==> src/rtl/wts_mixer_pkg.sv <==
// Shared types and widths for the wave-table channel mixer.
// Imported by the volume multiplier stage and the mixer top.
package wts_mixer_pkg;

  localparam int WAVE_W = 8;
  localparam int VOL_W  = 4;
  localparam int PROD_W = 13;
  localparam int OUT_W  = 11;

  typedef logic signed [PROD_W-1:0] wts_product_t;
  typedef logic [2:0] wts_slot_t;

  typedef struct packed {
    logic         valid;
    wts_slot_t    slot;
    wts_product_t product;
  } wts_s1_t;

endpackage

==> src/rtl/wts_volume_multiplier.sv <==
// Stage 1: selects the slot's volume/enable and scales the sample.
// Registers the product together with its valid flag and slot index.
module wts_volume_multiplier
  import wts_mixer_pkg::*;
#(
  parameter int CHANNELS = 5
) (
  input  logic                     clk,
  input  logic                     rst_n,
  input  logic                     sample_valid,
  input  wts_slot_t                sample_slot,
  input  logic signed [WAVE_W-1:0] wave_data,
  input  logic [VOL_W-1:0]         reg_volume_a,
  input  logic [VOL_W-1:0]         reg_volume_b,
  input  logic [VOL_W-1:0]         reg_volume_c,
  input  logic [VOL_W-1:0]         reg_volume_d,
  input  logic [VOL_W-1:0]         reg_volume_e,
  input  logic [4:0]               reg_enable,
  output wts_s1_t                  s1
);

  logic [VOL_W-1:0] vol;
  logic             en;
  wts_product_t     wave_ext;
  wts_product_t     vol_ext;
  wts_product_t     product;
  logic             slot_ok;

  // Pick this slot's volume and enable; unknown slots stay silent.
  always_comb begin
    vol = '0;
    en  = 1'b0;
    unique case (sample_slot)
      3'd0: begin vol = reg_volume_a; en = reg_enable[0]; end
      3'd1: begin vol = reg_volume_b; en = reg_enable[1]; end
      3'd2: begin vol = reg_volume_c; en = reg_enable[2]; end
      3'd3: begin vol = reg_volume_d; en = reg_enable[3]; end
      3'd4: begin vol = reg_volume_e; en = reg_enable[4]; end
      default: begin vol = '0; en = 1'b0; end
    endcase
  end

  // Volume is unsigned, so zero-extend it before the signed multiply.
  assign wave_ext = wts_product_t'(wave_data);
  assign vol_ext  = wts_product_t'({1'b0, vol});
  assign product  = en ? wave_ext * vol_ext : '0;
  assign slot_ok  = 32'(sample_slot) < CHANNELS;

  // Pipeline register for the scaled sample.
  always_ff @(posedge clk or negedge rst_n) begin
    if (!rst_n) begin
      s1 <= '0;
    end else begin
      s1.valid   <= sample_valid & slot_ok;
      s1.slot    <= sample_slot;
      s1.product <= product;
    end
  end

endmodule

==> src/rtl/wts_channel_mixer.sv <==
// Per-frame mixer: accumulates scaled slots and emits one sample per frame.
// Optional output low-pass filter enabled by defining WTS_MIXER_LPF_EN.
module wts_channel_mixer
  import wts_mixer_pkg::*;
#(
  parameter int CHANNELS  = 5,
  parameter int ACC_W     = 15,
  parameter int OUT_SHIFT = 4
) (
  input  logic                     clk,
  input  logic                     nreset,
  input  logic                     sample_valid,
  input  logic [2:0]               sample_slot,
  input  logic signed [WAVE_W-1:0] wave_data,
  input  logic [VOL_W-1:0]         reg_volume_a,
  input  logic [VOL_W-1:0]         reg_volume_b,
  input  logic [VOL_W-1:0]         reg_volume_c,
  input  logic [VOL_W-1:0]         reg_volume_d,
  input  logic [VOL_W-1:0]         reg_volume_e,
  input  logic [4:0]               reg_enable,
  output logic signed [OUT_W-1:0]  sound_out,
  output logic                     sound_valid
);

  logic [1:0]               rst_q;
  logic                     rst_n;
  wts_s1_t                  s1;
  wts_product_t             s1_prod;
  logic signed [ACC_W-1:0]  acc;
  logic signed [ACC_W-1:0]  prod_ext;
  logic signed [ACC_W-1:0]  frame_sum;
  logic signed [OUT_W-1:0]  mix_out;
  logic signed [OUT_W-1:0]  next_out;
  logic                     frame_close;

  // Reset asserts immediately but releases on a clock edge.
  always_ff @(posedge clk or negedge nreset) begin
    if (!nreset) begin
      rst_q <= '0;
    end else begin
      rst_q <= {rst_q[0], 1'b1};
    end
  end

  assign rst_n = rst_q[1];

  wts_volume_multiplier #(
    .CHANNELS (CHANNELS)
  ) u_mult (
    .clk          (clk),
    .rst_n        (rst_n),
    .sample_valid (sample_valid),
    .sample_slot  (sample_slot),
    .wave_data    (wave_data),
    .reg_volume_a (reg_volume_a),
    .reg_volume_b (reg_volume_b),
    .reg_volume_c (reg_volume_c),
    .reg_volume_d (reg_volume_d),
    .reg_volume_e (reg_volume_e),
    .reg_enable   (reg_enable),
    .s1           (s1)
  );

  assign s1_prod     = s1.product;
  assign prod_ext    = ACC_W'(s1_prod);
  assign frame_sum   = acc + prod_ext;
  assign frame_close = s1.valid & (32'(s1.slot) == CHANNELS - 1);
  assign mix_out     = OUT_W'(frame_sum >>> OUT_SHIFT);

`ifdef WTS_MIXER_LPF_EN
  localparam int LPF_W = OUT_W + 1;
  logic signed [LPF_W-1:0] lpf_diff;
  assign lpf_diff = LPF_W'(mix_out) - LPF_W'(sound_out);
  assign next_out = OUT_W'(LPF_W'(sound_out) + (lpf_diff >>> 2));
`else
  assign next_out = mix_out;
`endif

  // Slot 0 restarts the frame; other valid slots add in.
  always_ff @(posedge clk or negedge rst_n) begin
    if (!rst_n) begin
      acc <= '0;
    end else if (s1.valid) begin
      acc <= (s1.slot == 3'd0) ? prod_ext : frame_sum;
    end
  end

  // Last slot closes the frame and strobes the output.
  always_ff @(posedge clk or negedge rst_n) begin
    if (!rst_n) begin
      sound_out   <= '0;
      sound_valid <= 1'b0;
    end else begin
      sound_valid <= frame_close;
      if (frame_close) begin
        sound_out <= next_out;
      end
    end
  end

endmodule

==> config.mk <==
export PLATFORM = sky130hd
export DESIGN_NAME = wts_channel_mixer
export DESIGN_NICKNAME = d
export VERILOG_FILES = /design/src/rtl/wts_mixer_pkg.sv /design/src/rtl/wts_volume_multiplier.sv /design/src/rtl/wts_channel_mixer.sv
export SDC_FILE = /design/constraint.sdc
export NUM_CORES = 1
export LEC_CHECK = 0
export ABC_AREA = 1
export CAP_MARGIN = 20
export CORE_ASPECT_RATIO = 0.9
export CORE_MARGIN = 2
export CORE_UTILIZATION = 53
export CTS_CLUSTER_DIAMETER = 200
export DETAILED_ROUTE_END_ITERATION = 10
export PLACE_DENSITY = 0.88
export SLEW_MARGIN = 20
export SYNTH_ARGS = -nofsm -noshare
export SYNTH_HDL_FRONTEND = slang
export SYNTH_SLANG_ARGS = --single-unit
==> constraint.sdc <==
create_clock -name clk -period 1.5 [get_ports clk]
set_input_delay 0.3 -clock clk [delete_from_list [all_inputs] [get_ports clk]]
set_output_delay 0.3 -clock clk [all_outputs]
set_load 0.005 [all_outputs]
==> impl_results.rst, run 1 <==
.. list-table::
   :header-rows: 1

   * - Metric
     - Value
   * - Most instantiated library cell after synthesis
     - nand2_1
   * - Count of flip-flops with a built-in enable after synthesis
     - 0
   * - Endpoint arrival time on the critical path
     - between 3 and 4 ns
   * - # Max-Cap Violations
     - 0
   * - Last weighted congestion value of the routability-driven placer
     - between 0.9 and 1
   * - Synthesized instance count
     - ~580
   * - Sort of element at the start of the critical path
     - input port
   * - Worst setup endpoint
     - u_mult.s1[9]
   * - Setup skew after layout
     - 0.0105 ns
   * - Maximum operating frequency
     - 0.278 GHz
   * - Leading post-synthesis cells by cell area
     - dfrtp_1 (28%), nand2_1 (12%), ha_1 (12%)
   * - Post-place instance area
     - between 5000 and 6000 um^2
   * - Top Ports
     - ~50
   * - Full die area
     - about 8400 um^2
   * - Clk Tree Root Cell
     - clkbuf_8
   * - Final instance area
     - 6750 um^2
   * - Final period util
     - 240%
   * - Layout cell share with drive strength beyond 1
     - 42.2%
   * - Core Region
     - 7510 um^2
   * - Outcome
     - finished with violations
   * - Utilization after layout
     - between 80% and 90%
   * - Setup repair after global routing missed its margin
     - true
   * - WL/cell
     - between 20 and 25 um
   * - Area Overhead vs Synth
     - 64.9%
   * - Count of buffers from port buffering
     - 50
   * - Worst R2R Setup Slack
     - -0.45 ns
   * - WP data required
     - 1.69 ns
   * - Final number of max-transition violations
     - 0
   * - Clock tree buffer depth
     - 2
   * - Critical Path End Type
     - flop
   * - Flip-flop cell with the highest count after synthesis
     - dfrtp_1
   * - CTS clk-pin slew, worst paths
     - about 0.090 ns
   * - Fraction of synthesized cell area taken by the top area cell type
     - between 20% and 30%
   * - Share of synthesized area occupied by flip-flops and latches
     - 28.1%
   * - Die W
     - approximately 97 um
   * - Syn Area/Cell
     - 7.08 um^2
   * - Number of diodes
     - 0
   * - Synth area leader
     - dfrtp_1
   * - Violated checks
     - setup timing
   * - Post-DRT Antenna Nets
     - 0
   * - Number of global-route vias before repair
     - approximately 4800
   * - Post-synthesis net count
     - ~670
   * - Routed wire length
     - about 18000 um
   * - Critical path launch point
     - sample_slot[2]
   * - Number of design-rule violations left by the first detailed-router iteration
     - 434
   * - Top cell types by occurrence after synthesis
     - nand2_1 (131), inv_1 (114), nor2_1 (78)
   * - Post-synth ARST share
     - 100%
   * - GR Overflow Total
     - 0
   * - Die extent in y
     - approximately 87 um
   * - Cts-stage hold buffer count
     - 0
   * - Reg2reg start
     - acc[0]
   * - Critical path class
     - in -> reg
   * - Count of different cell masters after synthesis
     - 34
   * - TritonCTS Buffers
     - 5
   * - TritonCTS clock tree
     - done
   * - Type of the most critical hold path
     - in -> async
   * - Max-Slew Margin vs Limit
     - a little under half
   * - Total half-perimeter wirelength after legalization and detailed placement
     - approximately 8300 um
   * - Critical path peak fanout
     - 7
   * - Power density over the cells
     - between 1000 and 1500 nW/um^2
   * - Sinks on the clock net
     - between 40 and 50
   * - Worst Reg2Reg Path Length in Cells
     - 10
   * - Static Leak
     - between 3 and 4 nW
   * - Vias post-DR
     - about 5000
   * - First-pass GRT wire length
     - roughly 21000 um
   * - Post-Synthesis Cell Area
     - between 4000 and 5000 um^2
   * - Detailed-route vias per instance
     - 6.16
   * - Overall routing resource usage
     - around 31%
   * - Post-route worst setup slack
     - -2.10 ns
   * - Number of remaining DRC errors
     - 0
   * - # setup viols final
     - 39
   * - Number of search-and-repair iterations in the first detailed-routing pass
     - 5
   * - Clock latency at the later pin of the worst-skew pair
     - between 0.3 and 0.4 ns
   * - IR Drop Worst-Case VDD
     - 0.704 mV
   * - FF+latch count, synth
     - 46
   * - Worst slew pin tran
     - a little over 0.8 ns
   * - Clock period minus worst slack
     - about 3.6 ns
   * - Number of endpoints with negative hold slack in the final report
     - 0
   * - Initial core utilization
     - approximately 54%
   * - Synthesis warning total
     - 0
   * - Pin count of the biggest net entering global routing
     - 45
   * - Count of H-tree levels built during CTS
     - 2
   * - Std cell rows
     - 30
   * - Antenna violations before repair
     - 0
   * - Nets
     - ~800
   * - Reg-to-reg endpoint
     - acc[4]
## critical path, stage by stage
cell and delay, ns:
buf_6 0.12, buf_6 0.13, nand3_4 0.08, o21ai_2 0.07
a211oi_2 0.19, o21ai_1 0.11, inv_2 0.18, nor2_1 0.07
ha_1 0.30, fa_1 0.55, inv_1 0.09, fa_1 0.53
inv_1 0.08, ha_4 0.30, nand2_1 0.11, buf_4 0.16
o21bai_1 0.19, nand2_1 0.09, nand2_1 0.08, nor2_1 0.06
## layer usage
metal | global-route usage (%) | share of wire (%) | up-vias
met5 | 0 | 0 | -
met4 | 19.0 | 9.8 | 0
met3 | 4.57 | 8.3 | 196
met2 | 60.3 | 48 | 424
met1 | 32.1 | 34 | 2345
li1 | - | - | 2070
## placed cells by master, fill, tap and decap left out, types with 18 or more instances in the layout
cell and count:
inv_1 96, nand2_1 84, buf_4 68, nor2_1 52, dfrtp_1 44, nand2_2 36
clkdlybuf4s50_1 33, ha_4 29, nand3_2 23, inv_2 22, buf_6 22, nor2_2 18
## logic make-up after synthesis
family          Yosys count  synth area share [%]
simple gates            277                  28.4
flops                    46                  28.1
compound gates           59                  8.38
fa+ha+maj                56                  20.4
xor+xnor                 12                  2.57
other cells               1                0.0917
buf+inv                 127                  12.0
## sequential cells by signal (all words and copies together) (netlist names)
| signal | flops |
|---|---|
| u_mult.s1 | 17 |
| acc | 15 |
| sound_out | 11 |
| rst_q | 2 |
| sound_valid | 1 |
## where the power goes
| part | switching, W | internal (W) | leakage (nW) |
|---|---|---|---|
| sequential | 0.000383 | 0.00161 | 0.573 |
| clock | 0.000484 | 0.000499 | 0.0514 |
| combinational | 0.00329 | 0.00286 | 2.76 |
| total | 0.00416 | 0.00497 | 3.38 |
## per-stage QoR
step	power, W	hold slack [ns]	cells	setup slack [ns]	setup TNS (ns)
floorplan	0.00398	0.00441	578	-1.73	-16.24
global placement	0.00533	0.236	782	-2.56	-29.77
detailed placement	0.00553	0.245	782	-2.71	-32.57
CTS	0.00736	0.155	809	-1.83	-22.16
global route	0.00949	0.158	817	-2.27	-31.36
finish	0.00913	0.151	817	-2.10	-27.81
## area by class of cell
cell class	count	area [um^2]
timing repair buffer	142	1310
sequential	46	1150
multi-input combinational	405	3590
clock buffer	6	72.6
inverter	120	458
fill	302	762
tap	96	120
clock inverter	2	37.5
## how the worst min path moves through the flow
stage	to	startpoint	depth (start not counted)
floorplan	rst_q[0]	nreset	0
global placement	acc[14]	rst_q[1]	1
CTS	rst_q[0]	nreset	1
detailed placement	u_mult.s1[11]	rst_q[1]	1
global route	rst_q[1]	nreset	1
finish	rst_q[1]	nreset	1
## timing repair
item / in CTS / in global routing
pin swaps: 74 / 67
buffers inserted: 20 / 13
resized for setup: 153 / 105
endpoints found under the setup margin: 38 / 41
Note: power is estimated with default switching activity, not from simulation.
==> run 2, diff against run 1 <==
==> constraint.sdc (replaced) <==
create_clock -name clk -period 1.5 [get_ports clk]
set_input_delay 0.3 -clock clk [delete_from_list [all_inputs] [get_ports clk]]
set_output_delay 0.3 -clock clk [all_outputs]
set_load 0.05 [all_outputs]
==> impl_results.rst, run 2 (synthesis gave the netlist of run 1 again) <==
.. list-table::
   :header-rows: 1

   * - Metric
     - Value
   * - Outcome
     - finished with violations
   * - Violated checks
     - DRC, setup timing
   * - Sort of element at the start of the critical path
     - input port
   * - Std cell rows
     - 30 (unchanged)
   * - Vias post-DR
     - 5297 (+5.2%)
   * - Commonest cells after routing, fill and taps aside
     - inv_1 (97), nand2_1 (78), buf_4 (76)
   * - WL/cell
     - 24.3 um (+12%)
   * - TritonCTS Buffers
     - 5 (unchanged)
   * - Setup repair after global routing missed its margin
     - true
   * - Die W
     - 96.6 um (unchanged)
   * - # setup viols final
     - 37 (-5.1%)
   * - Flip-flop count of the largest register, all copies and words added
     - 17 (unchanged)
   * - Clock period minus worst slack
     - 3.58 ns (-0.0244 ns)
   * - Number of search-and-repair iterations in the first detailed-routing pass
     - 9 (+4)
   * - Pin count of the biggest net entering global routing
     - 29 (-36%)
   * - Regs by FF count
     - u_mult.s1 x17, acc x15, sound_out x11
   * - Last weighted congestion value of the routability-driven placer
     - 0.905 (-3.6%)
   * - Clock latency at the later pin of the worst-skew pair
     - 0.34 ns (+0.03 ns)
   * - Utilization after layout
     - 92.3% (+2.5 points)
   * - Count of buffers from port buffering
     - 50 (unchanged)
   * - Number of design-rule violations left by the first detailed-router iteration
     - 623 (+44%)
   * - Maximum operating frequency
     - 0.279 GHz (+0.68%)
   * - Type of the most critical hold path
     - in -> async
   * - Area Overhead vs Synth
     - 69.4%
   * - Routed wire length
     - 20000 um (+12%)
   * - Gate power share
     - 71.5% (+4.1 points)
   * - CTS clk-pin slew, worst paths
     - 0.10 ns (about the same)
   * - Share of total power in sequential cells
     - 20.3% (-1.5 points)
   * - Sinks on the clock net
     - 46 (unchanged)
   * - Full die area
     - 8440 um^2 (unchanged)
   * - Number of remaining DRC errors
     - 1 (+1)
   * - Final number of max-transition violations
     - 0 (unchanged)
   * - GR Overflow Total
     - 0 (unchanged)
   * - Dominant delay contributor by cell family on the critical path
     - adder cells
   * - WP data required
     - 1.77 ns (+0.08 ns)
   * - IR Drop Worst-Case VDD
     - 0.724 mV (+2.8%)
   * - Number of diodes
     - 0 (unchanged)
   * - Critical path peak fanout
     - 7 (unchanged)
   * - List of cells traversed by the critical path
     - dlygate4sd2_1, nand3_2, o21ai_4, a211oi_2, o21ai_1, inv_2, nor2_2, ha_1, fa_1, inv_1, fa_1, inv_2, ha_4, a21oi_4, nand2_2, a21oi_4, o21bai_1, nand2_1, nand2_1, nor2_1
   * - CP max stage cell
     - fa_1
   * - Layout cell share with drive strength beyond 1
     - 45.7% (+3.5 points)
   * - Critical Path End Type
     - flop
   * - Post-route worst setup slack
     - -2.08 ns (+0.0244 ns)
   * - Switch Pwr
     - 0.00514 W (+23%)
   * - Nets
     - 821 (+0.74%)
   * - Leading cell type in the layout, fill and taps excluded
     - inv_1
   * - Number of global-route vias before repair
     - 5043 (+5.0%)
   * - First-pass GRT wire length
     - 23800 um (+12%)
   * - Post-DRT Antenna Nets
     - 0 (unchanged)
   * - TritonCTS clock tree
     - done
   * - Largest register by flop count
     - u_mult.s1
   * - Final period util
     - 239% (-1.6 points)
   * - Clock tree buffer depth
     - 2 (unchanged)
   * - # Max-Cap Violations
     - 0 (unchanged)
   * - Share of power burned in the clock network
     - 8.1% (-2.7 points)
   * - Setup skew after layout
     - 0.0122 ns (+0.00173 ns)
   * - Total half-perimeter wirelength after legalization and detailed placement
     - 8440 um (+1.7%)
   * - Clk Tree Root Cell
     - clkbuf_8
   * - Number of endpoints with negative hold slack in the final report
     - 0 (unchanged)
   * - Critical path class
     - in -> reg
   * - Crit path buffers/inverters
     - 4 (-2)
   * - Top Ports
     - 51 (unchanged)
   * - Antenna violations before repair
     - 0 (unchanged)
   * - Power density over the cells
     - 1490 nW/um^2 (+10%)
   * - Cell internal pwr
     - 0.00521 W (+4.8%)
   * - Minimum hold slack
     - 0.105 ns (-0.0465 ns)
   * - Initial core utilization
     - 54.5% (unchanged)
   * - Core Region
     - 7510 um^2 (unchanged)
   * - Overall routing resource usage
     - 35.1% (+3.9 points)
   * - Static Leak
     - 3.51 nW (+3.8%)
   * - Slowest stage delay, CP
     - 0.52 ns (-0.03 ns)
   * - Fraction of power spent switching nets
     - 49.6% (+4.1 points)
   * - Detailed-route vias per instance
     - 6.44 (+4.4%)
   * - Count of H-tree levels built during CTS
     - 2 (unchanged)
   * - Die extent in y
     - 87.3 um (unchanged)
   * - Endpoint arrival time on the critical path
     - 3.85 ns (+0.05 ns)
run 2: metrics by stage:
step                cells  cell area [um^2]  setup TNS (ns)  power (W)  setup slack (ns)
floorplan             578              4310          -16.24    0.00446             -1.73
global placement      782              5520          -29.58    0.00617             -2.56
detailed placement    782              5520          -32.85    0.00638             -2.77
CTS                   807              6260          -21.07    0.00813             -1.80
global route          823              6930          -31.57     0.0105             -2.24
finish                823              6930          -29.14     0.0103             -2.08
run 2: layout make-up:
class | count | area, um^2
Clock buffer | 6 | 72.6
Clock inverter | 2 | 15.0
Fill cell | 243 | 578
Inverter | 120 | 458
Multi-Input combinational cell | 405 | 3650
Sequential cell | 46 | 1150
Tap cell | 96 | 120
Timing Repair Buffer | 148 | 1460
run 2: path summary, 6_finish.rpt:
check / cells past startpoint / end / slack (ns) / start
max in group asynchronous: 1 / u_mult.s1[14] / 0.79 / rst_q[1]
worst min register to register: 0 / acc[13] / 0.21 / rst_q[1]
worst max register to register: 10 / sound_out[8] / -0.57 / u_mult.s1[7]
worst min-delay path: 1 / rst_q[0] / 0.10 / nreset
worst max-delay path: 20 / u_mult.s1[10] / -2.08 / reg_volume_e[2]
min in group clk: 2 / u_mult.s1[14] / 0.21 / sample_slot[1]
run 2: power by group through the flow:
| stage | Sequential, W | Combinational, W | Clock [W] |
|---|---|---|---|
| after floorplan | 0.00232 | 0.00214 | 0 |
| after global placement | 0.00192 | 0.00425 | 0 |
| after detailed placement | 0.00195 | 0.00443 | 0 |
| after CTS | 0.00200 | 0.00536 | 0.000770 |
| after global routing | 0.00211 | 0.00758 | 0.000863 |
| final | 0.00210 | 0.00740 | 0.000841 |
run 2: metal layers:
metal  up-vias  part of all wire, %  global-route usage [%]
met5         -                    0                       0
met4         0                   11                    23.8
met3       254                  9.8                    6.98
met2       518                   46                    65.3
met1      2436                   33                    35.9
li1       2089                    -                       -
run 2: worst register-to-register path, cell delays in order, from the launching register on:
cell	delay, ns
dfrtp_1	0.45
ha_4	0.31
nand2_1	0.19
inv_1	0.08
nand2_1	0.07
nand2_1	0.15
nand2_1	0.17
nand4_1	0.20
buf_4	0.21
nand3_2	0.06
nand2_1	0.06
run 2: timing repair:
| action | in CTS | in global routing |
|---|---|---|
| endpoints found under the setup margin | 37 | 37 |
| buffers inserted | 18 | 18 |
| hold buffers | 0 | 0 |
| gates resized for setup | 150 | 122 |
| pin swaps | 95 | 85 |
==> run 3, diff against run 2 <==
HOLD_SLACK_MARGIN = 0.05   (was unset)
clock period = 3.5 ns   (was 1.5 ns; I/O delays follow)
==> impl_results.rst, run 3 (synthesis gave the netlist of run 1 again) <==
.. list-table::
   :header-rows: 1

   * - Metric
     - Value
   * - Gate power share
     - 60.7% (-11 points)
   * - Setup repair after global routing missed its margin
     - true
   * - Minimum hold slack
     - 0.357 ns (+0.252 ns)
   * - Count of buffers from port buffering
     - 50 (unchanged)
   * - Critical path peak fanout
     - 5 (-2)
   * - Antenna violations before repair
     - 0 (unchanged)
   * - Top Ports
     - 51 (unchanged)
   * - Slowest stage delay, CP
     - 0.50 ns (-0.02 ns)
   * - Clk Tree Root Cell
     - clkbuf_8
   * - Overall routing resource usage
     - 24.8% (-10 points)
   * - Post-DRT Antenna Nets
     - 0 (unchanged)
   * - Initial core utilization
     - 54.5% (unchanged)
   * - Regs by FF count
     - u_mult.s1 x17, acc x15, sound_out x11
   * - Switch Pwr
     - 0.00133 W (-74%)
   * - Endpoint arrival time on the critical path
     - 4.14 ns (+0.29 ns)
   * - # setup viols final
     - 9 (-76%)
   * - Number of diodes
     - 0 (unchanged)
   * - Total half-perimeter wirelength after legalization and detailed placement
     - 7830 um (-7.2%)
   * - Static Leak
     - 2.92 nW (-17%)
   * - Crit path buffers/inverters
     - 5 (+1)
   * - TritonCTS Buffers
     - 5 (unchanged)
   * - CP max stage cell
     - fa_1
   * - Area Overhead vs Synth
     - 36.9%
   * - GR Overflow Total
     - 0 (unchanged)
   * - Setup skew after layout
     - 0.00841 ns (-0.00377 ns)
   * - Sort of element at the start of the critical path
     - input port
   * - Final period util
     - 113%
   * - Pin count of the biggest net entering global routing
     - 45 (+55%)
   * - Worst slew pin tran
     - 0.884 ns
   * - Sinks on the clock net
     - 46 (unchanged)
   * - Core Region
     - 7510 um^2 (unchanged)
   * - Clock tree buffer depth
     - 2 (unchanged)
   * - Type of the most critical hold path
     - reg -> reg
   * - Critical path class
     - in -> reg
   * - First-pass GRT wire length
     - 17400 um (-27%)
   * - Cell internal pwr
     - 0.00152 W (-71%)
   * - Violated checks
     - setup timing
   * - Maximum operating frequency
     - about 0.25 GHz
   * - Max-Slew Margin vs Limit
     - 41.0%
   * - CTS clk-pin slew, worst paths
     - 0.09 ns (about the same)
   * - Post-route worst setup slack
     - -0.449 ns (+1.63 ns)
   * - Post-layout power
     - 0.00284 W (-73%)
   * - Routed wire length
     - 11500 um (-43%)
   * - Number of global-route vias before repair
     - 4115 (-18%)
   * - Count of H-tree levels built during CTS
     - 2 (unchanged)
   * - Vias post-DR
     - 4100 (-23%)
   * - Number of design-rule violations left by the first detailed-router iteration
     - 252 (-60%)
   * - Most frequent CP cell
     - nor2_1
   * - Nets
     - 775 (-5.6%)
   * - Final number of max-transition violations
     - 0 (unchanged)
   * - Share of power burned in the clock network
     - 11.4% (+3.3 points)
   * - Number of search-and-repair iterations in the first detailed-routing pass
     - 6 (-3)
   * - Detailed-route vias per instance
     - 5.28 (-18%)
   * - Critical Path End Type
     - flop
   * - WL/cell
     - 14.8 um (-39%)
   * - Dominant delay contributor by cell family on the critical path
     - adder cells
   * - Clock latency at the later pin of the worst-skew pair
     - 0.30 ns (-0.04 ns)
   * - Fraction of power spent switching nets
     - 46.7% (-3.0 points)
   * - Cts-stage hold buffer count
     - 0 (unchanged)
   * - Commonest cells after routing, fill and taps aside
     - nand2_1 (121), inv_1 (104), nor2_1 (63)
   * - Share of total power in sequential cells
     - 27.9% (+7.6 points)
   * - Std cell rows
     - 30 (unchanged)
   * - Flip-flop count of the largest register, all copies and words added
     - 17 (unchanged)
   * - Power density over the cells
     - 508 nW/um^2 (-66%)
   * - Post-Place Worst Slack
     - -1.11 ns (+1.65 ns)
   * - Largest register by flop count
     - u_mult.s1
   * - Layout cell share with drive strength beyond 1
     - 22.2% (-23 points)
   * - TritonCTS clock tree
     - done
   * - Die extent in y
     - 87.3 um (unchanged)
   * - Last weighted congestion value of the routability-driven placer
     - 0.915 (+1.1%)
   * - Number of remaining DRC errors
     - 0 (-1)
   * - # Max-Cap Violations
     - 0 (unchanged)
   * - Outcome
     - finished with violations
   * - IR Drop Worst-Case VDD
     - 0.189 mV (-74%)
   * - Die W
     - 96.6 um (unchanged)
   * - Clock period minus worst slack
     - about 3.9 ns
   * - Leading cell type in the layout, fill and taps excluded
     - nand2_1
   * - List of cells traversed by the critical path
     - clkdlybuf4s50_1, nand3_1, o21ai_1, a211oi_1, o21ai_1, inv_2, buf_4, nor2_1, fa_1, inv_1, fa_1, inv_2, ha_4, a21oi_4, nand2_2, a21oi_4, o21bai_1, nor2_1, nor2_1
   * - Number of endpoints with negative hold slack in the final report
     - 0 (unchanged)
   * - Full die area
     - 8440 um^2 (unchanged)
   * - WP data required
     - 3.69 ns (+1.92 ns)
[run 3: cell count changes in the layout (fill, tap and decap cells not counted), moves of 17 or more]
cell     previous run  this run
buf_4              76        46
nand3_2            26         5
nand2_1            78       121
nand2_2            38        12
nand3_1            10        41
nand2_4            17         0
[run 3: cell type report]
cell class              instances  area, um^2
well taps                      96         120
clock inverters                 2        15.0
clock buffers                   6        72.6
fillers                       551        1910
inverters                     120         458
multi-input cells             405        2860
flip-flops and latches         46        1150
repair buffers                102         921
[run 3: what timing repair did]
| item | 4_1_cts | 5_1_grt |
|---|---|---|
| setup buffers | 3 | 6 |
| resized for setup | 50 | 50 |
| hold endpoints to repair | 0 | 0 |
| pin swaps | 28 | 32 |
| endpoints found under the setup margin | 10 | 10 |
[run 3: final timing paths]
check	from	endpoint	slack, ns	cells past startpoint
min	rst_q[0]	rst_q[1]	0.36	0
max reg2reg	u_mult.s1[16]	sound_out[0]	1.37	6
max	reg_volume_e[1]	u_mult.s1[10]	-0.45	19
min in group asynchronous	rst_q[1]	acc[14]	0.40	0
max in group asynchronous	rst_q[1]	u_mult.s1[13]	2.54	0
min reg2reg	rst_q[0]	rst_q[1]	0.36	0
[run 3: per-layer routing]
| metal | up-vias | global-route usage [%] | routed length (um) |
|---|---|---|---|
| met5 | - | 0 | 0 |
| met4 | 0 | 9.73 | 499 |
| met3 | 53 | 2.49 | 354 |
| met2 | 134 | 47.9 | 6070 |
| met1 | 1918 | 28.5 | 4540 |
| li1 | 1995 | - | - |
[run 3: power by group through the flow]
stage	sequential [W]	combinational, W	clock, W
3_5_place_dp	0.000804	0.00157	0
2_1_floorplan	0.000989	0.000896	0
3_3_place_gp	0.000791	0.00152	0
4_1_cts	0.000795	0.00161	0.000329
5_1_grt	0.000817	0.00190	0.000351
6_report	0.000793	0.00173	0.000325
[run 3: worst register-to-register path, delay by kind of cell (launching register included)]
family                 cells  cell delay (ns)
AO/OA/AOI/OAI              1             0.07
buffers and inverters      3             0.76
flip-flops                 1             0.68
AND/OR/NAND/NOR            2             0.50
[run 3: metrics by stage]
step                TNS (ns)  utilization [%]  area, um^2  std cells
finish                 -2.66             74.6        5600        777
global route           -3.81             74.6        5600        777
CTS                    -1.33             71.0        5330        771
detailed placement     -9.73             68.7        5160        760
global placement       -8.76             68.7        5160        760
floorplan             -0.552                -        4250        578
